### config.mk
export PLATFORM = sky130hd
export DESIGN_NAME = seg7_capture
export DESIGN_NICKNAME = d
export VERILOG_FILES = /design/src/rtl/seg7_capture.sv
export SDC_FILE = /design/constraint.sdc
export NUM_CORES = 1
export LEC_CHECK = 0
export BUFFER_PORTS_ARGS = -buffer_cell sky130_fd_sc_hd__buf_2
export CORE_MARGIN = 4
export CORE_UTILIZATION = 55
export CTS_CLUSTER_DIAMETER = 80
export DETAILED_ROUTE_END_ITERATION = 12
export GPL_TIMING_DRIVEN = 0
export PLACE_DENSITY_LB_ADDON = 0.2
export SLEW_MARGIN = 5
export SYNTH_ARGS = -nofsm -noshare
export SYNTH_HDL_FRONTEND = slang
export SYNTH_SLANG_ARGS = --single-unit
export TNS_END_PERCENT = 50
### constraint.sdc
create_clock -name clk -period 3.4 [get_ports clk]
set_clock_uncertainty 0.2 [all_clocks]
set_input_delay 0.34 -clock clk [delete_from_list [all_inputs] [get_ports clk]]
set_output_delay 0.34 -clock clk [all_outputs]
set_load 0.005 [all_outputs]
### src/rtl/seg7_capture.sv
// Two-channel 7-segment pattern capture: synchronize, qualify stability, decode back to a digit.
// Optional build macro SEG_CAPTURE_HEX_EN adds the A-F glyphs to the decode table.
module seg7_capture #(
    parameter int STABLE_CYCLES = 16
) (
    input  logic       clk,
    input  logic       rst,
    input  logic [6:0] seg_u,
    input  logic [6:0] seg_d,
    output logic [3:0] val_u,
    output logic [3:0] val_d,
    output logic       err_u,
    output logic       err_d,
    output logic       mismatch,
    output logic       upd
);

    localparam int CW = $clog2(STABLE_CYCLES + 1);
    localparam logic [CW-1:0] CNT_MAX = CW'(STABLE_CYCLES);

    // Channel 0 is units, channel 1 is tenths.
    logic [1:0][6:0]    seg_in;
    logic [1:0][6:0]    sync_q;
    logic [1:0][6:0]    samp;
    logic [1:0][6:0]    samp_prev;
    logic [1:0][CW-1:0] cnt;
    logic [1:0][CW-1:0] cnt_nxt;
    logic [1:0]         commit;
    logic [1:0][4:0]    dec;
    logic [4:0]         tup_u;
    logic [4:0]         tup_d;

    assign seg_in = {seg_d, seg_u};

    // Returns {err, val}; unknown glyphs map to err=1, val=0.
    function automatic logic [4:0] decode(input logic [6:0] p);
        case (p)
            7'b1111110: decode = 5'h00;
            7'b0110000: decode = 5'h01;
            7'b1101101: decode = 5'h02;
            7'b1111001: decode = 5'h03;
            7'b0110011: decode = 5'h04;
            7'b1011011: decode = 5'h05;
            7'b1011111: decode = 5'h06;
            7'b1110000: decode = 5'h07;
            7'b1111111: decode = 5'h08;
            7'b1111011: decode = 5'h09;
`ifdef SEG_CAPTURE_HEX_EN
            7'b1110111: decode = 5'h0A;
            7'b0011111: decode = 5'h0B;
            7'b1001110: decode = 5'h0C;
            7'b0111101: decode = 5'h0D;
            7'b1001111: decode = 5'h0E;
            7'b1000111: decode = 5'h0F;
`endif
            default:    decode = 5'h10;
        endcase
    endfunction

    always_comb begin
        // NOTE: every output of this block gets a default first so no path can infer a latch.
        cnt_nxt = cnt;
        commit  = '0;
        dec     = '0;
        for (int ch = 0; ch < 2; ch++) begin
            dec[ch] = decode(samp[ch]);
            if (samp[ch] != samp_prev[ch])
                cnt_nxt[ch] = CW'(1);
            else if (cnt[ch] != CNT_MAX)
                cnt_nxt[ch] = cnt[ch] + CW'(1);
            // A fresh pattern also commits when one sample is enough to qualify.
            commit[ch] = (cnt_nxt[ch] == CNT_MAX) &&
                         ((cnt[ch] != CNT_MAX) || (samp[ch] != samp_prev[ch]));
        end
        tup_u = commit[0] ? dec[0] : {err_u, val_u};
        tup_d = commit[1] ? dec[1] : {err_d, val_d};
    end

    // NOTE: sequential state uses non-blocking assignments so every register sees pre-edge values.
    always_ff @(posedge clk or posedge rst) begin
        if (rst) begin
            sync_q    <= '0;
            samp      <= '0;
            samp_prev <= '0;
            cnt       <= '0;
            val_u     <= 4'h0;
            val_d     <= 4'h0;
            err_u     <= 1'b1;
            err_d     <= 1'b1;
            upd       <= 1'b0;
        end else begin
            sync_q    <= seg_in;
            samp      <= sync_q;
            samp_prev <= samp;
            cnt       <= cnt_nxt;
            {err_u, val_u} <= tup_u;
            {err_d, val_d} <= tup_d;
            upd       <= ({tup_u, tup_d} != {err_u, val_u, err_d, val_d});
        end
    end

    assign mismatch = ~err_u & ~err_d & (val_u != val_d);

endmodule

==> metrics, run 1 <==
status=completed; worst IR drop on VDD=0.325 mV; post-route design area=3430 sq um; filler instances=355; P_leak=0.00155 uW; layout cells sized above 1=20.8%; WS Path Type=reg -> reg; worst min-delay path category=reg -> reg; slew margin rel.=36.2%; CTS tree=yes; largest net degree at the start of global routing=37; Sw Share=22.3%; met3 Use GR=3.39%; All-Layer GR Usage=17.8%; leading area contributor after synthesis=dfrtp_1; flops & latches, synth=63; clock share of power=41.2%; synth warn=0; width of the die=80.0 microns; multi-input logic area=1170 sq um; Async SR Flop Fraction=100%; count of final hold-check violations=0; Synth Area per Inst=11.5 sq um; Clock Sinks=63; clk_lat worst skew=0.33 ns; Required @ worst endpoint=3.41 ns; slew at the pin with the worst max-slew slack=0.948 ns; CTS Buf Count=9; DR DRC count=0; register area share after synthesis=55.4%; placer congestion estimate=0.845; CTS Root Cell=clkbuf_8; power per cell area=443 nW/um^2; Via Count=1964; Clock transition at path regs=0.07 ns; initial DRC count=113; critical path arrival=2.88 ns; starting density of the core=58.5%; met2 Resource Use GR=26.2%; number of post-CTS setup repair buffers=0; Final HPWL DP=3.45 mm; Hold Path Stages=0; Post-CTS Hold Buffers=15; type of destination of the critical path=register; Ant. Diodes=0; met1 Use GR=24.7%; Resized cells post-CTS=0; top cell type's share of synthesized area=53.5%; Synth Flop Type=dfrtp_1; Post-synth EDFFs=0; reg2reg path depth=5; sequential share of power=52.2%; placed cell area=3090 sq um; post-synth net total=268; GRT busiest layer=met2; Detailed Routing Iterations Pass 1=4; Core Region=4880 sq um; final setup vio count=0; number of global-route vias before repair=1878; Max FO, Critical Path=10; Worst Setup Start Kind=register; Pins Over Slew Limit=0; Sw Pwr=339 uW; RSZ-0062 raised after global routing=no; power share of the combinational group=6.6%; Sum Neg Setup Slack=0 ns; drt wl/cell=13.4 microns; Max Fclk=349 MHz; WHS=0.147 ns; Area Growth Syn to Fin=20.3%; minimum clock period=2.86 ns; Seq. cell area=1580 sq um; Post-Syn Area=2850 sq um; vias per std cell=5.25; I/O Buffers=27; Synth Instances=248; Die Y=80.0 microns; Max-Cap Viols=0; final core occ=70.3%; die area=6400 sq um; Final period util=84.2%; dominant cells by area after synthesis=dfrtp_1 54%, xor2_1 4.9%, xnor2_1 4.6%, nand3_1 3.0%, mux2_2 2.8%; Pint=1180 uW; Cell Rows=25; I/O pin total=28; initial antenna violation count=0; H-tree levels=3; Post-DRT Antenna Nets=0; Max clock buf depth=2; number of nets at the end of the flow=322; grt ovf=0; WL final=5.01 mm; Tot Pwr=1520 uW; first-pass GRT wire length=8.64 mm; Yosys cell types=51
-- power groups by stage --
stage / clock network [uW] / registers [uW] / logic (uW)
floorplan: 0 / 802 / 64.3
global placement: 0 / 806 / 82.8
detailed placement: 0 / 807 / 88.1
CTS: 636 / 793 / 102
global route: 677 / 796 / 114
finish: 626 / 794 / 101
-- critical path, stage by stage, from the launching register on --
cell and delay (ns):
dfrtp_1 0.42, clkbuf_1 0.37, xor2_1 0.12, nor4_1 0.83, nand3_1 0.43, mux2_2 0.39
-- cells in the final DEF, fill, tap and decap left out, drive strengths merged, types with 2 or more instances in the layout --
| cell | instances |
|---|---|
| dfrtp | 61 |
| buf | 30 |
| clkbuf | 18 |
| nand3 | 17 |
| xor2 | 16 |
| nand2 | 16 |
| xnor2 | 15 |
| dlygate4sd3 | 15 |
| nor2 | 14 |
| inv | 11 |
| nor3 | 9 |
| nand3b | 7 |
| mux2 | 7 |
| nand2b | 6 |
| nor4 | 5 |
| o21ai | 5 |
| ha | 4 |
| and2 | 3 |
| nor2b | 3 |
| a21oi | 3 |
| clkinv | 3 |
| nand4 | 2 |
| a31oi | 2 |
| o41ai | 2 |
| and3b | 2 |
| a211o | 2 |
| o22ai | 2 |
| o2111ai | 2 |
| dfstp | 2 |
| o31a | 2 |
| and3 | 2 |
-- sequential cells by signal, summed over array words and instances, names as in the netlist --
register   cells
samp_prev     14
err_u          1
sync_q        14
val_u          4
cnt           10
samp          14
err_d          1
upd            1
val_d          4
-- layout make-up --
type                       instances  area share, %
buffer                             8           1.71
clock buffer                      12           4.23
clock inverter                     4           1.31
inverter                          11           1.20
multi-input combinational        166           34.2
sequential                        63           46.0
tap                               67           2.44
timing repair buffer              43           8.90
-- path summary, 6_finish.rpt --
kind	start	to	slack [ns]
min reg2reg	sync_q[6]$_DFF_PP0_	samp[6]$_DFF_PP0_	0.15
max in group asynchronous	rst	err_d$_DFF_PP1_	1.93
max reg2reg	samp[5]$_DFF_PP0_	val_u[1]$_DFF_PP0_	0.54
max	samp[5]$_DFF_PP0_	val_u[1]$_DFF_PP0_	0.54
min	sync_q[6]$_DFF_PP0_	samp[6]$_DFF_PP0_	0.15
min in group asynchronous	rst	cnt[7]$_DFF_PP0_	0.43
-- routing by layer --
layer	part of all wire (%)	routed length [microns]
met2	44	2220
met5	0	0
met4	2.5	124
met1	49	2440
met3	4.6	228
-- synthesized netlist by cell type, types with 4 or more instances --
cell	count
nor4_1	5
clkbuf_1	4
nand3b_1	7
xor2_1	16
xnor2_1	15
inv_1	11
ha_1	4
nor2_1	14
nand2b_1	6
nand2_1	16
nor3_1	9
mux2_2	7
nand3_1	17
dfrtp_1	61
o21ai_0	5
-- through the flow --
stage | std cells | setup slack (ns)
2_1_floorplan | 248 | 1.02
3_3_place_gp | 342 | 0.535
3_5_place_dp | 343 | 0.608
4_1_cts | 374 | 0.599
5_1_grt | 374 | 0.290
6_report | 374 | 0.538
-- cells by family after synthesis --
kind of cell	synth area share [%]
AND/OR/NAND/NOR	18.5
flip-flops	55.4
XOR/XNOR	9.52
AO/OA/AOI/OAI	8.25
buffers and inverters	3.51
multiplexers	3.11
adder cells (fa/ha/maj)	1.75
(Power assumes the default switching activity.)
==> run 2: changes to the inputs <==
--- a/config.mk
+++ b/config.mk
@@ -7,7 +7,7 @@
 export LEC_CHECK = 0
 export BUFFER_PORTS_ARGS = -buffer_cell sky130_fd_sc_hd__buf_2
 export CORE_MARGIN = 4
-export CORE_UTILIZATION = 55
+export CORE_UTILIZATION = 52
 export CTS_CLUSTER_DIAMETER = 80
 export DETAILED_ROUTE_END_ITERATION = 12
 export GPL_TIMING_DRIVEN = 0
==> constraint.sdc (replaced) <==
create_clock -name clk -period 2.57 [get_ports clk]
set_clock_uncertainty 0.2 [all_clocks]
set_input_delay 0.257 -clock clk [delete_from_list [all_inputs] [get_ports clk]]
set_output_delay 0.257 -clock clk [all_outputs]
set_load 0.005 [all_outputs]
==> metrics, run 2 (synthesis results as in run 1) <==
Max-Cap Viols=0 (unchanged); Cell Rows=26 (+4.0%); Pint=1770 uW (+50%); Final period util=96.6% (+12 points); drt wl/cell=13.6 microns (+1.3%); number of global-route vias before repair=1773 (-5.6%); Worst Setup Start Kind=register; worst IR drop on VDD=0.553 mV (+70%); final core occ=67.8% (-2.5 points); I/O Buffers=27 (unchanged); slew margin rel.=62.0% (+26 points); placer congestion estimate=0.825 (-2.3%); WS Path Type=reg -> reg; vias per std cell=5.23 (-0.49%); CTS tree=yes; Final HPWL DP=3.35 mm (-2.9%); Post-DRT Antenna Nets=0 (unchanged); largest net degree at the start of global routing=39 (+5.4%); type of destination of the critical path=register; Required @ worst endpoint=2.60 ns (-0.81 ns); final setup vio count=0 (unchanged); worst reg2reg path endpoint=upd$_DFF_PP0_; Tot Pwr=2240 uW (+47%); clock share of power=47.0% (+5.8 points); Clock transition at path regs=0.07 ns (about the same); clk_lat worst skew=0.35 ns (+0.02 ns); slew at the pin with the worst max-slew slack=0.569 ns (-0.379 ns); Die Y=82.1 microns (+2.6%); WL final=5.12 mm (+2.2%); Area Growth Syn to Fin=23.8%; Via Count=1970 (+0.31%); RSZ-0062 raised after global routing=yes; WHS=0.148 ns (+0.000564 ns); sequential share of power=46.8% (-5.4 points); number of nets at the end of the flow=322 (unchanged); Max Fclk=403 MHz (+15%); critical path arrival=2.51 ns (-0.37 ns); layout cells sized above 1=23.8% (+2.9 points); commonest non-fill, non-tap cells in the layout=61 x dfrtp_1, 28 x buf_2, 16 x xor2_1, 16 x nand3_1, 16 x nand2_1; CTS Root Cell=clkbuf_8; I/O pin total=28 (unchanged); All-Layer GR Usage=17.3% (-0.54 points); power share of the combinational group=6.2% (-0.4 points); Hold Path Stages=0 (unchanged); P_leak=0.00159 uW (+2.2%); grt ovf=0 (unchanged); initial antenna violation count=0 (unchanged); Max clock buf depth=2 (unchanged); reg2reg path depth=7 (+2); die area=6730 sq um (+5.2%); HP Start=sync_q[13]$_DFF_PP0_; Core Region=5200 sq um (+6.7%); Ant. Diodes=0 (unchanged); initial DRC count=71 (-37%); first-pass GRT wire length=8.49 mm (-1.7%); width of the die=82.1 microns (+2.6%); Clock Sinks=63 (unchanged); R2R Setup Slk=0.09 ns (-0.45 ns); power per cell area=634 nW/um^2 (+43%); Max FO, Critical Path=9 (-1); minimum clock period=2.48 ns (-0.378 ns); Sw Pwr=474 uW (+40%); worst min-delay path category=reg -> reg; H-tree levels=3 (unchanged); Sum Neg Setup Slack=0 ns (unchanged); Pins Over Slew Limit=0 (unchanged); post-route design area=3530 sq um (+2.9%); biggest registers after layout=samp (14), samp_prev (14), sync_q (14); commonest non-fill, non-tap cell in the layout=dfrtp_1; CTS Buf Count=9 (unchanged); starting density of the core=54.8% (-3.7 points); status=completed; Sw Share=21.2% (-1.2 points); Detailed Routing Iterations Pass 1=4 (unchanged); WHS Endpoint=samp[13]$_DFF_PP0_; RR Startpoint=samp[3]$_DFF_PP0_; DR DRC count=0 (unchanged); count of final hold-check violations=0 (unchanged); placed cell area=3100 sq um (+0.12%)
## run 2: cell count changes in the layout (fill, tap and decap cells not counted), sizes merged
cell | previous run | this run
inv | 11 | 12
clkinv | 3 | 1
clkbuf | 18 | 17
bufinv | 1 | 3
## run 2: per-stage QoR
stage | instances | setup WS [ns]
3_3_place_gp | 345 | -0.299
2_1_floorplan | 248 | 0.193
6_report | 377 | 0.0866
3_5_place_dp | 346 | -0.261
4_1_cts | 377 | 0.0418
5_1_grt | 377 | -0.0480
## run 2: worst max-delay path, stage by stage, from the launching register on
cell       delay [ns]
dfrtp_1          0.39
buf_6            0.14
or3b_4           0.40
a2111oi_4        0.35
nor4_1           0.09
or4_1            0.42
a221oi_2         0.27
o22ai_1          0.11
## run 2: timing repair
item,4_1_cts,5_1_grt
setup endpoints to repair,5,9
gates resized for setup,2,9
hold endpoints to repair,39,0
cloned,0,0
hold buffers,15,0
buffers inserted,0,0
## run 2: worst max-delay path by stage
stage                                  start                 end  cells after the start
after CTS                 samp[10]$_DFF_PP0_  val_d[0]$_DFF_PP0_                      7
after floorplan            samp[3]$_DFF_PP0_       upd$_DFF_PP0_                      7
after global placement     samp[5]$_DFF_PP0_  val_u[1]$_DFF_PP0_                      5
after global routing       samp[3]$_DFF_PP0_       upd$_DFF_PP0_                      7
after detailed placement   samp[5]$_DFF_PP0_  val_u[0]$_DFF_PP0_                      5
final                      samp[3]$_DFF_PP0_       upd$_DFF_PP0_                      7
## run 2: power groups by stage
stage	clock (uW)	combinational, uW	sequential [uW]
2_1_floorplan	0	85.1	1060
3_3_place_gp	0	110	1070
3_5_place_dp	0	117	1070
4_1_cts	1060	137	1050
5_1_grt	1130	155	1050
6_report	1050	139	1050
## run 2: area by class of cell
class                      instances  area, sq um
buffer                             8         61.3
clock buffer                      11          141
clock inverter                     5          104
fill                             405         1670
inverter                          11         41.3
multi-input combinational        166         1210
sequential                        63         1580
tap                               70         87.6
timing repair buffer              43          305
## run 2: routing by layer
layer	vias to the layer above	share of wire (%)	wire length (microns)	GRT usage, %
li1	979	-	-	-
met1	935	50	2570	24.4
met2	47	43	2190	23.8
met3	9	5.0	254	5.70
met4	0	2.1	108	8.47
met5	-	0	0	0
==> run 3: changes to the inputs <==
--- a/config.mk
+++ b/config.mk
@@ -5,9 +5,10 @@
 export SDC_FILE = /design/constraint.sdc
 export NUM_CORES = 1
 export LEC_CHECK = 0
+export ABC_AREA = 1
 export BUFFER_PORTS_ARGS = -buffer_cell sky130_fd_sc_hd__buf_2
 export CORE_MARGIN = 4
-export CORE_UTILIZATION = 52
+export CORE_UTILIZATION = 53
 export CTS_CLUSTER_DIAMETER = 80
 export DETAILED_ROUTE_END_ITERATION = 12
 export GPL_TIMING_DRIVEN = 0
==> metrics, run 3 <==
status=completed; met3 Use GR=6.83% (+1.1 points); Sw Pwr=471 uW (-0.78%); final setup vio count=0 (unchanged); P_leak=0.00195 uW (+23%); leading area contributor after synthesis=dfrtp_1; first-pass GRT wire length=10.1 mm (+19%); clock share of power=45.4% (-1.6 points); post-synthesis mux area share=0% (-3.1 points); final core occ=67.9% (+0.11 points); Post-synth EDFFs=0 (unchanged); placer congestion estimate=0.864 (+4.7%); fin cells=482 (+28%); Ant. Diodes=0 (unchanged); met1 Use GR=23.0% (-1.4 points); main combinational cell family by area after synthesis=simple AND/OR/NAND/NOR gates; Max clock buf depth=2 (unchanged); slew margin rel.=58.9% (-3.1 points); biggest registers after layout=samp (14), samp_prev (14), sync_q (14); commonest non-fill, non-tap cell in the layout=nand2_1; grt ovf=0 (unchanged); Tot Pwr=2140 uW (-4.3%); clk_lat worst skew=0.34 ns (about the same); Synth Area in Adders=1.69% (-0.062 points); Worst Setup Start Kind=register; dominant cells by area after synthesis=dfrtp_1 52%, nand2_1 11%, inv_1 8.8%, nand3_1 5.1%, nor2_1 4.7%; largest net degree at the start of global routing=35 (-10%); Required @ worst endpoint=2.59 ns (about the same); CTS Root Cell=clkbuf_8; slew at the pin with the worst max-slew slack=0.616 ns (+0.0470 ns); Max FO, Critical Path=9 (unchanged); sequential share of power=49.1% (+2.3 points); top cell type's share of synthesized area=51.6% (-1.9 points); Final HPWL DP=3.95 mm (+18%); Area Growth Syn to Fin=21.1%; Resized cells post-CTS=0 (-2); number of post-CTS setup repair buffers=0 (unchanged); synth warn=0 (unchanged); Clock transition at path regs=0.07 ns (about the same); CTS Buf Count=9 (unchanged); critical path arrival=2.17 ns (-0.34 ns); most common cell in the netlist=nand2_1; initial DRC count=176 (+150%); layout cells sized above 1=16.5% (-7.3 points); Post-Syn Area=2960 sq um (+3.6%); Pint=1670 uW (-5.3%); number of global-route vias before repair=2401 (+35%); worst IR drop on VDD=0.423 mV (-24%); Core Region=5270 sq um (+1.2%); Max Fclk=464 MHz (+15%); Post-DRT Antenna Nets=0 (unchanged); WHS=0.149 ns (+0.00138 ns); WS Path Type=reg -> reg; Cell Rows=26 (unchanged); H-tree levels=3 (unchanged); Via Count=2352 (+19%); All-Layer GR Usage=19.8% (+2.5 points); Yosys cell types=25 (-51%); Post-Synth XOR/XNOR Area=2.96% (-6.6 points); Commonest cells post-synth=83 x nand2_1, 69 x inv_1, 61 x dfrtp_1; vias per std cell=4.88 (-6.6%); worst min-delay path category=reg -> reg; power per cell area=598 nW/um^2 (-5.7%); simple-gate share of the synthesized area=27.8% (+9.3 points); Compound-Gate Fraction of Synth Area=3.81% (-4.4 points); Sw Share=22.0% (+0.79 points); Clock Sinks=63 (unchanged); I/O Buffers=27 (unchanged); initial antenna violation count=0 (unchanged); Async SR Flop Fraction=100% (unchanged); GRT busiest layer=met2; type of destination of the critical path=register; minimum clock period=2.15 ns (-0.330 ns); die area=6840 sq um (+1.5%); Die Y=82.7 microns (+0.76%); commonest non-fill, non-tap cells in the layout=83 x nand2_1, 68 x inv_1, 61 x dfrtp_1; RSZ-0062 raised after global routing=no; Final period util=83.8% (-13 points); number of nets at the end of the flow=427 (+33%); drt wl/cell=11.5 microns (-16%); Max-Cap Viols=0 (unchanged); post-synth net total=373 (+39%); WL final=5.52 mm (+7.9%); power share of the combinational group=5.5% (-0.7 points); Synth Flop Type=dfrtp_1; count of final hold-check violations=0 (unchanged); Placed Instances=451 (+30%); Pins Over Slew Limit=0 (unchanged); DR DRC count=0 (unchanged); width of the die=82.7 microns (+0.76%); starting density of the core=56.1% (+1.3 points); met2 Resource Use GR=32.9% (+9.0 points); Synth Area per Inst=8.38 sq um (-27%); flops & latches, synth=63 (unchanged); Detailed Routing Iterations Pass 1=4 (unchanged); register area share after synthesis=53.4% (-1.9 points); Synth Instances=353 (+42%); I/O pin total=28 (unchanged); CTS tree=yes
[run 3: area by class of cell]
class                   count  area (sq um)
inverters                  75           282
clock buffers              11           151
clock inverters             5          80.1
multi-input cells         213          1070
repair buffers             43           305
well taps                  70          87.6
flip-flops and latches     63          1580
plain buffers               2          22.5
fillers                   412          1690
[run 3: final timing paths]
path	from	end	slack, ns	cells past startpoint
worst max register to register	cnt[0]$_DFF_PP0_	upd$_DFF_PP0_	0.42	10
min in group asynchronous	rst	samp_prev[5]$_DFF_PP0_	0.34	3
worst min register to register	sync_q[10]$_DFF_PP0_	samp[10]$_DFF_PP0_	0.15	0
worst min-delay path	sync_q[10]$_DFF_PP0_	samp[10]$_DFF_PP0_	0.15	0
worst max-delay path	cnt[0]$_DFF_PP0_	upd$_DFF_PP0_	0.42	10
max in group asynchronous	rst	err_d$_DFF_PP1_	1.17	4
[run 3: critical path: stages (launching register included)]
cell,delay (ns)
dfrtp_1,0.41
ha_1,0.24
or2_2,0.28
nand3_1,0.13
nand4_2,0.14
nor2_4,0.21
nand2_1,0.09
nand3_1,0.08
nand3_1,0.06
nor2_1,0.12
nand3_1,0.08
[run 3: power groups by stage]
stage	clock network [uW]	registers, uW	logic (uW)
floorplan	0	1060	71.3
global placement	0	1070	94.4
detailed placement	0	1070	102
CTS	1000	1050	119
global route	1070	1060	140
finish	972	1050	118
[run 3: timing repair]
item / CTS / global route
endpoints found under the setup margin: 0 / 0
hold endpoints to repair: 42 / 0
hold buffers: 15 / 0
[run 3: stage by stage]
step / TNS, ns / instance area [sq um] / setup WS (ns)
after floorplan: 0 / 2960 / 0.547
after global routing: 0 / 3580 / 0.237
after CTS: 0 / 3580 / 0.424
after detailed placement: 0 / 3200 / 0.428
after global placement: -5.22 / 3180 / -0.0896
final: 0 / 3580 / 0.416
[run 3: kinds of logic after synthesis]
logic type / count (synthesis)
AO/OA/AOI/OAI: 19
adder cells (fa/ha/maj): 4
XOR/XNOR: 10
buffers and inverters: 77
AND/OR/NAND/NOR: 180
flip-flops: 63
[run 3: layer usage]
metal	wire length, microns	part of all wire [%]
met1	2420	44
met2	2780	50
met3	212	3.8
met4	114	2.1
met5	0	0
